[src/rtl/ide_arbiter.sv]
// Round-robin arbiter sharing one ide_disk single-block engine between two requesters.
// Adds a per-port LBA partition base, steers buffer strobes to the owner and aborts hung transfers.
module ide_arbiter #(
    parameter logic [23:0] LBA_BASE0 = 24'h000000,
    parameter logic [23:0] LBA_BASE1 = 24'h010000,
    parameter int unsigned TIMEOUT   = 2**20,
    parameter int unsigned TMR_W     = 21
) (
    input  logic        clk_i,
    input  logic        reset_n_i,
    input  logic        r0_read_req_i,
    input  logic        r0_write_req_i,
    input  logic [23:0] r0_lba_i,
    output logic        r0_done_o,
    output logic        r0_error_o,
    output logic [7:0]  r0_buf_addr_o,
    output logic        r0_buf_rd_o,
    output logic        r0_buf_wr_o,
    output logic [11:0] r0_buf_out_o,
    input  logic [11:0] r0_buf_in_i,
    input  logic        r1_read_req_i,
    input  logic        r1_write_req_i,
    input  logic [23:0] r1_lba_i,
    output logic        r1_done_o,
    output logic        r1_error_o,
    output logic [7:0]  r1_buf_addr_o,
    output logic        r1_buf_rd_o,
    output logic        r1_buf_wr_o,
    output logic [11:0] r1_buf_out_o,
    input  logic [11:0] r1_buf_in_i,
    output logic [23:0] ide_lba_o,
    output logic        ide_read_req_o,
    output logic        ide_write_req_o,
    output logic        ide_reset_o,
    input  logic        ide_done_i,
    input  logic        ide_error_i,
    input  logic [7:0]  buffer_addr_i,
    input  logic        buffer_rd_i,
    input  logic        buffer_wr_i,
    input  logic [11:0] buffer_out_i,
    output logic [11:0] buffer_in_o,
    output logic        busy_o,
    output logic        owner_o
);

    localparam logic [1:0] S_IDLE  = 2'd0;
    localparam logic [1:0] S_BUSY  = 2'd1;
    localparam logic [1:0] S_ABORT = 2'd2;
    localparam logic [1:0] S_GAP   = 2'd3;

    localparam logic [TMR_W-1:0] TMR_LAST = TMR_W'(TIMEOUT - 1);

    logic [1:0]       state_q, state_d;
    logic             last_q, last_d;
    logic             owner_q, owner_d;
    logic [23:0]      lba_q, lba_d;
    logic             rd_q, rd_d;
    logic             wr_q, wr_d;
    logic             ide_rst_q, ide_rst_d;
    logic             done0_q, done0_d;
    logic             done1_q, done1_d;
    logic             err_q, err_d;
    logic             hold_q, hold_d;
    logic [TMR_W-1:0] tmr_q, tmr_d;

    logic pend0, pend1, grantPort, opWrite;
    logic inBusy, sel0, sel1;

    assign pend0 = r0_read_req_i | r0_write_req_i;
    assign pend1 = r1_read_req_i | r1_write_req_i;

    always_comb begin
        state_d   = state_q;
        last_d    = last_q;
        owner_d   = owner_q;
        lba_d     = lba_q;
        rd_d      = rd_q;
        wr_d      = wr_q;
        ide_rst_d = 1'b0;
        done0_d   = 1'b0;
        done1_d   = 1'b0;
        err_d     = 1'b0;
        hold_d    = 1'b0;
        tmr_d     = tmr_q;
        grantPort = (pend0 & pend1) ? ~last_q : pend1;
        opWrite   = grantPort ? r1_write_req_i : r0_write_req_i;
        case (state_q)
            S_IDLE: begin
                if (pend0 | pend1) begin
                    owner_d = grantPort;
                    last_d  = grantPort;
                    wr_d    = opWrite;
                    rd_d    = ~opWrite;
                    lba_d   = grantPort ? (r1_lba_i + LBA_BASE1) : (r0_lba_i + LBA_BASE0);
                    tmr_d   = '0;
                    state_d = S_BUSY;
                end
            end
            S_BUSY: begin
                // A completion on the same cycle as the watchdog expiry still counts as success.
                if (ide_done_i) begin
                    rd_d    = 1'b0;
                    wr_d    = 1'b0;
                    done0_d = ~owner_q;
                    done1_d = owner_q;
                    err_d   = ide_error_i;
                    state_d = S_GAP;
                end else if (tmr_q == TMR_LAST) begin
                    rd_d      = 1'b0;
                    wr_d      = 1'b0;
                    ide_rst_d = 1'b1;
                    done0_d   = ~owner_q;
                    done1_d   = owner_q;
                    err_d     = 1'b1;
                    state_d   = S_ABORT;
                end else begin
                    tmr_d = tmr_q + 1'b1;
                end
            end
            S_ABORT: begin
                if (!hold_q) begin
                    ide_rst_d = 1'b1;
                    hold_d    = 1'b1;
                end else begin
                    state_d = S_GAP;
                end
            end
            default: state_d = S_IDLE;
        endcase
    end

    always_ff @(posedge clk_i or negedge reset_n_i) begin
        if (!reset_n_i) begin
            state_q   <= S_IDLE;
            last_q    <= 1'b1;
            owner_q   <= 1'b0;
            lba_q     <= '0;
            rd_q      <= 1'b0;
            wr_q      <= 1'b0;
            ide_rst_q <= 1'b1;
            done0_q   <= 1'b0;
            done1_q   <= 1'b0;
            err_q     <= 1'b0;
            hold_q    <= 1'b0;
            tmr_q     <= '0;
        end else begin
            state_q   <= state_d;
            last_q    <= last_d;
            owner_q   <= owner_d;
            lba_q     <= lba_d;
            rd_q      <= rd_d;
            wr_q      <= wr_d;
            ide_rst_q <= ide_rst_d;
            done0_q   <= done0_d;
            done1_q   <= done1_d;
            err_q     <= err_d;
            hold_q    <= hold_d;
            tmr_q     <= tmr_d;
        end
    end

    // Buffer traffic reaches only the owner, and only while the engine is actually busy.
    assign inBusy = (state_q == S_BUSY);
    assign sel0   = inBusy & ~owner_q;
    assign sel1   = inBusy & owner_q;

    assign r0_buf_addr_o = sel0 ? buffer_addr_i : 8'd0;
    assign r0_buf_rd_o   = sel0 & buffer_rd_i;
    assign r0_buf_wr_o   = sel0 & buffer_wr_i;
    assign r0_buf_out_o  = sel0 ? buffer_out_i : 12'd0;
    assign r1_buf_addr_o = sel1 ? buffer_addr_i : 8'd0;
    assign r1_buf_rd_o   = sel1 & buffer_rd_i;
    assign r1_buf_wr_o   = sel1 & buffer_wr_i;
    assign r1_buf_out_o  = sel1 ? buffer_out_i : 12'd0;
    assign buffer_in_o   = sel0 ? r0_buf_in_i : (sel1 ? r1_buf_in_i : 12'd0);

    assign r0_done_o       = done0_q;
    assign r1_done_o       = done1_q;
    assign r0_error_o      = done0_q & err_q;
    assign r1_error_o      = done1_q & err_q;
    assign ide_lba_o       = lba_q;
    assign ide_read_req_o  = rd_q;
    assign ide_write_req_o = wr_q;
    assign ide_reset_o     = ide_rst_q;
    assign busy_o          = (state_q != S_IDLE);
    assign owner_o         = owner_q;

endmodule

[config.mk]
export PLATFORM = sky130hd
export DESIGN_NAME = ide_arbiter
export DESIGN_NICKNAME = d
export VERILOG_FILES = /design/src/rtl/ide_arbiter.sv
export SDC_FILE = /design/constraint.sdc
export NUM_CORES = 1
export LEC_CHECK = 0
export ABC_AREA = 1
export CELL_PAD_IN_SITES_DETAIL_PLACEMENT = 0
export CELL_PAD_IN_SITES_GLOBAL_PLACEMENT = 2
export CORE_AREA = 2 2 150 123
export CTS_BUF_LIST = sky130_fd_sc_hd__clkbuf_16
export DETAILED_ROUTE_END_ITERATION = 16
export DIE_AREA = 0 0 152 125
export PLACE_DENSITY_LB_ADDON = 0.1
export SYNTH_ARGS = -nofsm -noshare
export SYNTH_HDL_FRONTEND = slang
export SYNTH_SLANG_ARGS = --single-unit
[constraint.sdc]
create_clock -name clk_i -period 2.75 [get_ports clk_i]
set_input_delay 0.275 -clock clk_i [delete_from_list [all_inputs] [get_ports clk_i]]
set_output_delay 0.275 -clock clk_i [all_outputs]
set_load 0.05 [all_outputs]
* Word level (Yosys, flattened, before mapping) *
Index checks and enable logic that the tools add are counted.
Widths: inputs -> output; s select.

storage, ports and cells
  flip-flop bits (word level) = 56
  input bits = 102
  output and inout bits = 89
  word-level logic and storage cells = 81

operators by class
  add/subtract/negate cells = 2
  equality and inequality tests = 8
  multiplexer cells = 37
  bitwise operators = 15
  reductions and logical operators = 7

operators by type and width
  kind                    number
  $mux 21                 3
  $mux 12                 4
  $pmux 21 s2             1
  $add 24x17->24 const B  1
  $mux 24                 1
  $add 21x1->21 const B   1
  $eq 21x20->1 const B    1
  $mux 1                  18
  $mux 8                  2
  $and 1x1->1             9
  $mux 2                  4
  $ne 2x2->1 const B      4
  $pmux 1 s2              3
  $pmux 2 s3              1
  $reduce_and 3->1        2
  $reduce_and 4->1        1
  $reduce_bool 2->1       2
  $ne 3x2->1 const B      1
  $not 1->1               3
  $or 1x1->1              3
  $eq 2x1->1 const B      1
  $eq 2x2->1 const B      1
  $logic_not 2->1         1
  $reduce_and 2->1        1

* Depth between registers and ports, before layout *
  depth after elaboration = 7
  mapped depth = 10
  gate-level depth less buffers = 10

* Worst setup path before layout *
Ideal clock, no wire load.

  path type = register -> output
  from = register state_q[1]
  to = output port r1_buf_addr_o[0]
  arrival = 1.934 ns
  required time = 2.475 ns
  slack = 0.541 ns
  cell stages (with the launch flop) = 8
  path buffers = 3
  cell sequence = dfrtp_1 > inv_1 > ha_1 > buf_2 > buf_2 > nand2_1 > clkbuf_1 > nor2_1

on the way
  word-level cells in the longest chain between the ends = 3

RTL lines
  element                   line  text
  start: declaration        53    logic [1:0] state_q, state_d;
  start signal: assignment  147   state_q <= state_d;
  $eq 2x1->1                163   assign inBusy = (state_q == S_BUSY);
  $and 1x1->1               165   assign sel1 = inBusy & owner_q;
  $mux 8                    171   assign r1_buf_addr_o = sel1 ? buffer_addr_i : 8'd0;
  end: declaration          26    output logic [7:0] r1_buf_addr_o,

Every way passes these cells.

* Worst setup path in the final report *
  from = register state_q[1]
  to = output port r0_buf_out_o[5]

on the way
  word-level cells in the longest chain between the ends = 3

RTL lines
  element           line  text
  $eq 2x1->1        163
  $and 1x1->1       164   assign sel0 = inBusy & ~owner_q;
  $mux 12           170   assign r0_buf_out_o = sel0 ? buffer_out_i : 12'd0;
  end: declaration  19    output logic [11:0] r0_buf_out_o,

Every way passes these cells.

==> implementation parameters <==
Parameter                              Value

Setup path
  Max stage delay cell, worst path ... dfrtp_1
  Largest stage delay on the critical path ... 420 ps
  Category of the worst setup path capture point ... primary output
  Worst setup path end ... r0_buf_out_o[5]
  Reg-to-reg critical path startpoint ... tmr_q[0]
  Cell repeated most along the worst path ... buf_4
  Number of buffers and inverters on the critical path ... 4
  Worst reg2reg path depth ... 10
  Maximum net fanout on the critical path ... 25
  Launching element of the worst setup path ... state_q[1]
  Crit Path Class ... register to primary output
  Startpoint types ... register
  R2r endpoint ... tmr_q[7]
  CP Cell Sequence ... inv_1 > ha_2 > buf_4 > nand2_1 > buf_4 > nor2_1 > buf_12
  Worst R2R Setup Slack ... 870 ps
  CP Data Arrival Time ... 2030 ps
  CP required ... 2480 ps
  Number of cells on the critical path ... 7
  Largest delay share family, worst path ... buffers and inverters

Placement
  Routability congestion estimate ... 0.780
  Number of placed instances with taps included ... 949
  Detailed-placement wirelength estimate ... 10500 um
  Post-placement setup slack ... 632 ps
  Buffers added on ports ... 190

Drt
  Number of vias per cell ... 4.23
  Average wire per cell in the routed design ... 14.0 um
  Total detailed-routing wirelength ... 13400 um
  DRC viols ... 0
  DRT antenna net count ... 0
  Drt initial violations ... 149
  Total number of vias ... 4051
  Number of optimization iterations in the first detailed-route pass ... 4

Floorplan
  Horizontal die dimension ... 152 um
  Die area ... 19000 um2
  Die height ... 125 um
  Number of placed I/O pins ... 191
  Floorplan core area ... 17700 um2
  Initial core utilization ... 21.5%
  FP Rows ... 44

Final layout
  Growth of design area from synthesis to finish ... 71.3%
  Nets ... 834
  Fraction of layout cells with a size suffix above 1 ... 18.3%
  Layout fillers ... 1824
  Non-Filler Instances ... 957
  Fin util ... 36.8%
  Number of diodes ... 0

STA
  Max-slew violation count ... 0
  Measured slew at the worst slew-check pin ... 669 ps
  Final worst path period share ... 83.8%
  Setup ws final ... 446 ps
  Setup clock skew after layout ... 11.7 ps
  Post-layout minimum cycle time ... 2300 ps
  Hold Fails Final Rpt ... 10
  # setup viols final ... 0
  Final-layout setup total negative slack ... 0 ps
  Highest attainable clock frequency ... 434 MHz
  Relative slew slack ... 55.4%
  Minimum hold slack ... -17.5 ps
  RSZ-0062 raised after global routing ... no

GRT
  Number of global-route vias before repair ... 4187
  Total congestion overflow after global routing ... 0
  Maximum number of pins on one net before global-route repair ... 34
  Met2 usage ... 23.0%
  Busiest layer in global routing ... met2
  Global-route met3 utilization ... 4.85%
  GRT Util Overall ... 14.1%
  Met1 routing resource usage after global routing ... 17.8%
  First-pass GRT wire length ... 21600 um
  Initial antenna violation count ... 0

Synth
  Proportion of synthesized chip area in sequential cells ... 37.0%
  FF+latch count, synth ... 56
  Synth Cell Area ... 3800 um2
  Post-Syn Nets ... 649
  Average cell area after synthesis ... 7.02 um2
  Yosys warnings ... 0
  Number of distinct library cell variants in the gate-level netlist after synthesis ... 35
  Synthesized netlist cell count ... 541

Clocking
  TritonCTS buffer count ... 5
  CTS clock-pin slew for the worst setup and hold paths ... 80 ps
  Clock tree from TritonCTS ... yes
  Post-cts hold buffer count ... 0
  Clock latency on the worst-skew pair ... 310 ps
  Largest buffer count on any clock path ... 2
  Number of levels in the clock H-tree ... 2
  Postcts setup bufs ... 0
  Cell at the root of the clock tree ... clkbuf_16
  Number of sinks handled by clock tree synthesis ... 56
  Count of instances resized after the clock tree is built ... 0

Power and ir drop
  Clock Power Share ... 10.8%
  Switching part of the total power ... 53.2%
  Sequential power share ... 20.1%
  Maximum VDD drop ... 0.000399 V
  Gate power share ... 69.0%
  Psw ... 3370 uW
  Internal power ... 2960 uW
  Power per cell area ... 972 nW/um2
  Leakage ... 0.00291 uW

Status
  Run status ... finished, violations left
  Failing checks ... hold timing

Job
  Max Cap Violations ... 0

Min path
  Classification of the worst-slack hold path ... primary input to async pin
==> Yosys cell counts, drive strengths merged <==
cell type	n	share of area [%]
clkbuf	13	1.3
nand4	5	0.82
o21bai	4	0.79
nor2	108	12
ha	6	2.0
o21ai	66	11
a21oi	6	0.79
dfrtp	54	36
o21a	3	0.59
o22ai	1	0.16
nand2	134	15
inv	57	5.6
buf	12	3.1
dfstp	2	1.4
a22oi	1	0.20
nand3	58	8.3
nand3b	1	0.20
or2	2	0.33
nor3	2	0.56
a31oi	1	0.16
xor2	2	0.46
xnor2	2	0.46
a21boi	1	0.20
==> power groups by stage <==
stage	sequential, uW	combinational [uW]	clock [uW]
detailed placement	1290	4420	0
CTS	1280	4430	727
global placement	1290	4430	0
finish	1270	4370	685
global route	1310	4670	743
floorplan	1980	2110	0
==> registers in the layout (all words and copies together), names as in the netlist <==
register,count
err_q,1
hold_q,1
ide_lba_o,24
ide_read_req_o,1
ide_reset_o,1
ide_write_req_o,1
last_q,1
owner_o,1
r0_done_o,1
r1_done_o,1
state_q,2
tmr_q,21
==> per-layer routing <==
layer / vias to the layer above / wire [um] / share of wire (%)
met3: 10 / 985 / 7.4
met2: 107 / 6320 / 47
met4: 0 / 159 / 1.2
met1: 1844 / 5910 / 44
met5: - / 0 / 0
li1: 2090 / - / -
==> logic make-up (layout without fill, tap and decap cells) <==
| group | count (synthesis) | after routing | synth area share, % |
|---|---|---|---|
| fa+ha+maj | 6 | 6 | 1.98 |
| flops | 56 | 56 | 37.0 |
| compound gates | 83 | 83 | 13.5 |
| simple gates | 310 | 310 | 36.7 |
| xor+xnor | 4 | 4 | 0.923 |
| buf+inv | 82 | 268 | 9.98 |
==> layout make-up <==
| cell class | count | area [um2] | area share (%) |
|---|---|---|---|
| clock inverter | 3 | 22.5 | 0.346 |
| inverter | 57 | 214 | 3.29 |
| clock buffer | 5 | 125 | 1.92 |
| multi-input combinational | 403 | 2020 | 31.1 |
| tap | 230 | 288 | 4.42 |
| sequential | 56 | 1400 | 21.6 |
| timing repair buffer | 203 | 2430 | 37.4 |
==> through the flow <==
| step | power (uW) | area (um2) | hold slack [ps] |
|---|---|---|---|
| global placement | 5710 | 6360 | 346 |
| finish | 6320 | 6500 | -17.5 |
| global route | 6720 | 6500 | 25.0 |
| CTS | 6440 | 6500 | 3.80 |
| floorplan | 4090 | 3800 | -20.6 |
| detailed placement | 5710 | 6360 | 355 |
==> placed cells by master (no fill, tap or decap), drive strengths merged, types with 4 or more instances in the layout <==
cell type / synthesis / routed
nand2: 134 / 134
a21oi: 6 / 6
clkdlybuf4s50: 0 / 133
clkbuf: 13 / 5
ha: 6 / 6
inv: 57 / 58
nand4: 5 / 5
o21ai: 66 / 66
buf: 12 / 70
dfrtp: 54 / 54
nor2: 108 / 108
nand3: 58 / 58
o21bai: 4 / 4
==> worst min-delay path by stage <==
| stage | endpoint | slack [ps] | depth (start not counted) |
|---|---|---|---|
| final | ide_lba_o[20] | -20 | 1 |
| after global routing | ide_lba_o[20] | 30 | 1 |
| after CTS | ide_lba_o[20] | 4 | 1 |
| after detailed placement | ide_lba_o[16] | 350 | 1 |
| after global placement | ide_lba_o[20] | 350 | 1 |
| after floorplan | err_q | -20 | 0 |
Note: power is estimated with default switching activity, not from simulation.
